$ cat src/rtl/lfsr_if.sv
// lfsr_if: seed input and serial data/valid outputs of the lfsr block
interface lfsr_if #(
  parameter int N = 4
);
  logic [N-1:0] Seed;
  logic         OUT;
  logic         Valid;
  modport master (output Seed, input OUT, Valid);
  modport slave  (input Seed, output OUT, Valid);
endinterface

$ cat src/rtl/lfsr.sv
// lfsr: seeded Fibonacci LFSR that advances Gen_cycles times, then shifts its word out LSB first
module lfsr #(
  parameter int                    Shift_bits = 4,
  parameter logic [Shift_bits-1:0] Taps       = 'b0011,
  parameter int                    Gen_cycles = 16
) (
  input  logic  CLK,
  input  logic  RST,
  lfsr_if.slave bus
);
  localparam int N    = Shift_bits;
  localparam int MaxC = Gen_cycles > N ? Gen_cycles : N;
  localparam int CW   = $clog2(MaxC + 1);
  typedef enum logic [1:0] {GEN, SHIFT, DONE} state_e;
  state_e        state_q, state_d;
  logic [N-1:0]  lfsr_q, lfsr_d;
  logic [CW-1:0] cnt_q, cnt_d;
  logic          out_q, out_d, valid_q, valid_d, fb, last;
  always_comb begin
    fb      = ^(lfsr_q & Taps);
    last    = cnt_q == (state_q == GEN ? CW'(Gen_cycles - 1) : CW'(N - 1));
    state_d = state_q;
    lfsr_d  = lfsr_q;
    cnt_d   = cnt_q;
    out_d   = 1'b0;
    valid_d = 1'b0;
    if (state_q == GEN) begin
      lfsr_d  = {fb, lfsr_q[N-1:1]};
      cnt_d   = last ? '0 : cnt_q + 1'b1;
      state_d = last ? SHIFT : GEN;
    end else if (state_q == SHIFT) begin
      out_d   = lfsr_q[0];
      valid_d = 1'b1;
      lfsr_d  = {1'b0, lfsr_q[N-1:1]};
      cnt_d   = last ? '0 : cnt_q + 1'b1;
      state_d = last ? DONE : SHIFT;
    end
  end
  // an all-zero seed would lock the register, so it loads all-ones instead
  always_ff @(posedge CLK) begin
    if (RST) begin
      lfsr_q  <= bus.Seed == '0 ? '1 : bus.Seed;
      state_q <= GEN;
      cnt_q   <= '0;
      out_q   <= 1'b0;
      valid_q <= 1'b0;
    end else begin
      lfsr_q  <= lfsr_d;
      state_q <= state_d;
      cnt_q   <= cnt_d;
      out_q   <= out_d;
      valid_q <= valid_d;
    end
  end
  assign bus.OUT   = out_q;
  assign bus.Valid = valid_q;
endmodule

$ cat src/flat_wrapper.sv
// flat-port wrapper written by rule: the top's interface ports become plain ports
module lfsr_flat 
#(
  parameter int                    Shift_bits = 4,
  parameter logic [Shift_bits-1:0] Taps       = 'b0011,
  parameter int                    Gen_cycles = 16
)
  (CLK, RST, bus_Seed, bus_OUT, bus_Valid);
  lfsr_if #(.N(4)) bus_i ();
  input  logic CLK;
  input  logic RST;
  input wire logic [$bits(bus_i.Seed)-1:0] bus_Seed;
  output wire logic [$bits(bus_i.OUT)-1:0] bus_OUT;
  output wire logic [$bits(bus_i.Valid)-1:0] bus_Valid;
  assign bus_i.Seed = bus_Seed;
  assign bus_OUT = bus_i.OUT;
  assign bus_Valid = bus_i.Valid;
  lfsr #(.Shift_bits(Shift_bits), .Taps(Taps), .Gen_cycles(Gen_cycles)) u_core (.CLK(CLK), .RST(RST), .bus(bus_i));
endmodule
$ cat config.mk
export PLATFORM = sky130hd
export DESIGN_NAME = lfsr_flat
export DESIGN_NICKNAME = d
export VERILOG_FILES = /design/src/rtl/lfsr_if.sv /design/src/rtl/lfsr.sv /design/src/flat_wrapper.sv
export SDC_FILE = /design/constraint.sdc
export NUM_CORES = 1
export LEC_CHECK = 0
export CORE_AREA = 2 2 39 41
export CTS_CLUSTER_DIAMETER = 150
export DETAILED_ROUTE_END_ITERATION = 12
export DIE_AREA = 0 0 41 43
export PLACE_DENSITY = 0.69
export SLEW_MARGIN = 30
export SYNTH_ARGS = -nofsm -noshare
export SYNTH_HDL_FRONTEND = slang
export SYNTH_SLANG_ARGS = --single-unit
$ cat constraint.sdc
create_clock -name CLK -period 4.8 [get_ports CLK]
set_clock_uncertainty 0.05 [all_clocks]
set_input_delay 0.96 -clock CLK [delete_from_list [all_inputs] [get_ports CLK]]
set_output_delay 0.96 -clock CLK [all_outputs]
set_load 0.02 [all_outputs]
==> run_results.csv <==
group,metric,value,unit
run_status,status,"complete, no violations",
power,combPwrFrac,9.2,%
clocking,clk_latency,280,ps
synth,ys_types,23,
routing,ant_nets,0,
floorplan,die-area,1760,um^2
floorplan,rows,14,
flow_run,maxCapViolCount,0,
power,p_clk_share,32.1,%
worst_setup_path,path_class,"flop to output port",
routing,first_pass_iters,4,
clocking,cts_resized,0,
clocking,cts_tree,"yes",
placed_design,io_buffers,7,
timing,rsz0062_at_grt,"no",
clocking,root_buffer,"clkbuf_4",
clocking,ctsHtreeMaxLevel,1,
power,p_sw_share,23.3,%
routing,wl,962,um
cells_and_area,area_delta_synth_final,16.4,%
clocking,cts_setup_buffers,0,
power,p_leak,0.269,nW
worst_setup_path,r2r_slack,3140,ps
global_route,grt_pass1_wl,1.70,mm
clocking,cts.path.max_buffers,2,
synth,syn_nets,72,
worst_setup_path,cp_data_required_time,3790,ps
routing,viasPerCell,5.28,
power,ir_worst_vdd,135,uV
floorplan,io_pins,8,
cells_and_area,mostFrequentLayoutCells,"nor2_1, nor3_1, dfxtp_1",
cells_and_area,layout_commonest_cell,"nor2_1",
power,internal-power,0.000163,W
clocking,clock_sinks,13,
floorplan,start_util,46.2,%
timing,setup_viol,0,
cells_and_area,fillers,126,
timing,hold_violations,0,
power,netSwitchingPower,0.0000494,W
clocking,clkTransAtPathRegs,80,ps
worst_setup_path,critPathBufInv,1,
timing,post-route-period-util,45.7,%
timing,max_freq,456,MHz
worst_hold_path,holdPathEnd,"u_core.bus.OUT",
timing,max_slew_margin,66.0,%
worst_setup_path,path_cells,"clkdlybuf4s50_1",
worst_setup_path,reg2reg_depth,6,
power,power_frac_seq,58.7,%
cells_and_area,drive_gt1_share,9.72,%
synth,yosysSeqAreaShare,47.0,%
worst_setup_path,critical-path-slowest-cell,"clkdlybuf4s50_1",
global_route,antenna_found_initial,0,
global_route,grt_overflow,0,
cells_and_area,post-route-util,53.8,%
placed_design,gp_congestion,0.669,
clocking,cts_hold_buf,0,
routing,avgRoutedWirePerCell,10.9,um
worst_setup_path,cp-end-kind,"output port",
synth,synth.avg_cell_area,9.99,um^2
worst_setup_path,cpLargestDelayFamily,"buffers and inverters",
cells_and_area,fin_nets,81,
power,p_total,0.000212,W
worst_setup_path,arrival,1180,ps
floorplan,design.core.area,1380,um^2
timing,finalMaxSlewViolations,0,
worst_hold_path,min_path_type,"flop to flop",
global_route,grt_max_degree,18,
routing,drcViolationCount,0,
worst_hold_path,hold_path_depth,1,
global_route,grt_pass1_vias,378,
global_route,grtUsageTotal,15.1,%
routing,num_vias,465,
timing,worst_pin_slew,508,ps
worst_setup_path,rr_startpoint,"u_core.state_q[1]",
synth,syn_inst,64,
timing,fin_crit,2190,ps
routing,drtIter0Drc,13,
timing,finalSetupTns,0,ps
worst_setup_path,worstReg2RegEnd,"u_core.state_q[0]",
floorplan,die_w,41,um
power,p_per_area,285,nW/um^2
worst_setup_path,cp_max_fo,1,
floorplan,die_y,43,um
cells_and_area,num_antenna_cells,0,
synth,syn_area,639,um^2
clocking,numCtsBuffers,3,
worst_setup_path,slowest_delay,590,ps
synth,synth-seq-cells,13,
worst_setup_path,critPathLaunchType,"flop",
worst_hold_path,hp-start,"u_core.lfsr_q[0]",
synth,ys_warn_count,0,
==> kinds of logic after synthesis <==
family	count (synthesis)	share of synthesized area [%]
AND/OR/NAND/NOR	31	27.2
flip-flops	13	47.0
AO/OA/AOI/OAI	7	9.39
XOR/XNOR	4	5.48
buffers and inverters	4	2.35
multiplexers	3	4.70
adder cells (fa/ha/maj)	2	3.91
==> state kept, by name (all words and copies together), names as in the netlist <==
register,cells
u_core.bus.OUT,1
u_core.cnt_q,5
u_core.bus.Valid,1
u_core.lfsr_q,4
u_core.state_q,2
==> per-layer routing <==
metal	share of wire (%)	vias up	global-route usage [%]
li1	-	243	-
met1	52	212	23.1
met2	42	7	15.6
met3	3.6	3	7.85
met4	2.6	0	10.0
met5	0	-	0
==> worst max-delay path by stage <==
| stage | startpoint | slack (ps) | to | cells past startpoint |
|---|---|---|---|---|
| final | u_core.bus.Valid | 2610 | bus_Valid | 1 |
| after global routing | u_core.bus.OUT | 2540 | bus_OUT | 1 |
| after CTS | u_core.bus.Valid | 2600 | bus_Valid | 1 |
| after detailed placement | RST | 2400 | u_core.lfsr_q[1] | 2 |
| after global placement | RST | 2420 | u_core.lfsr_q[1] | 2 |
| after floorplan | RST | 2950 | u_core.lfsr_q[0] | 3 |
==> cell type report <==
class	instances	area (um^2)	area share, %
multi-input cells	47	324	43.5
clock buffers	4	26.3	3.53
inverters	1	3.75	0.504
well taps	16	20.0	2.69
repair buffers	7	70.1	9.41
flip-flops and latches	13	300	40.3
==> power groups by stage <==
stage | Sequential, W | Clock [W] | Combinational, W
CTS | 0.000125 | 0.0000698 | 0.0000196
floorplan | 0.000126 | 0 | 0.0000127
global route | 0.000126 | 0.0000762 | 0.0000226
global placement | 0.000127 | 0 | 0.0000195
finish | 0.000125 | 0.0000681 | 0.0000195
detailed placement | 0.000127 | 0 | 0.0000194
==> Yosys cell counts <==
cell type	instances	area, um^2
nor2_1	11	41.3
dfxtp_1	9	180
nor3_1	9	45.0
a21oi_1	4	20.0
edfxtp_1	4	120
clkbuf_1	3	11.3
mux2i_1	3	30.0
ha_1	2	25.0
nand4b_1	2	17.5
nor2b_1	2	12.5
xnor2_1	2	17.5
xor2_1	2	17.5
a2111oi_4	1	27.5
and2_1	1	6.26
and4bb_2	1	12.5
inv_1	1	3.75
nand2b_1	1	6.26
nand3b_1	1	7.51
nor3b_1	1	7.51
o21ai_0	1	5.00
o31ai_1	1	7.51
or2_2	1	6.26
or3b_4	1	11.3
==> stage by stage <==
stage | instances | area (um^2) | hold WS, ps | setup slack (ps)
finish | 88 | 744 | 464 | 2610
global route | 88 | 744 | 478 | 2540
CTS | 88 | 744 | 459 | 2600
detailed placement | 84 | 718 | 441 | 2400
global placement | 84 | 718 | 432 | 2420
floorplan | 64 | 639 | 421 | 2950
Power figures use the tool's default switching activity.
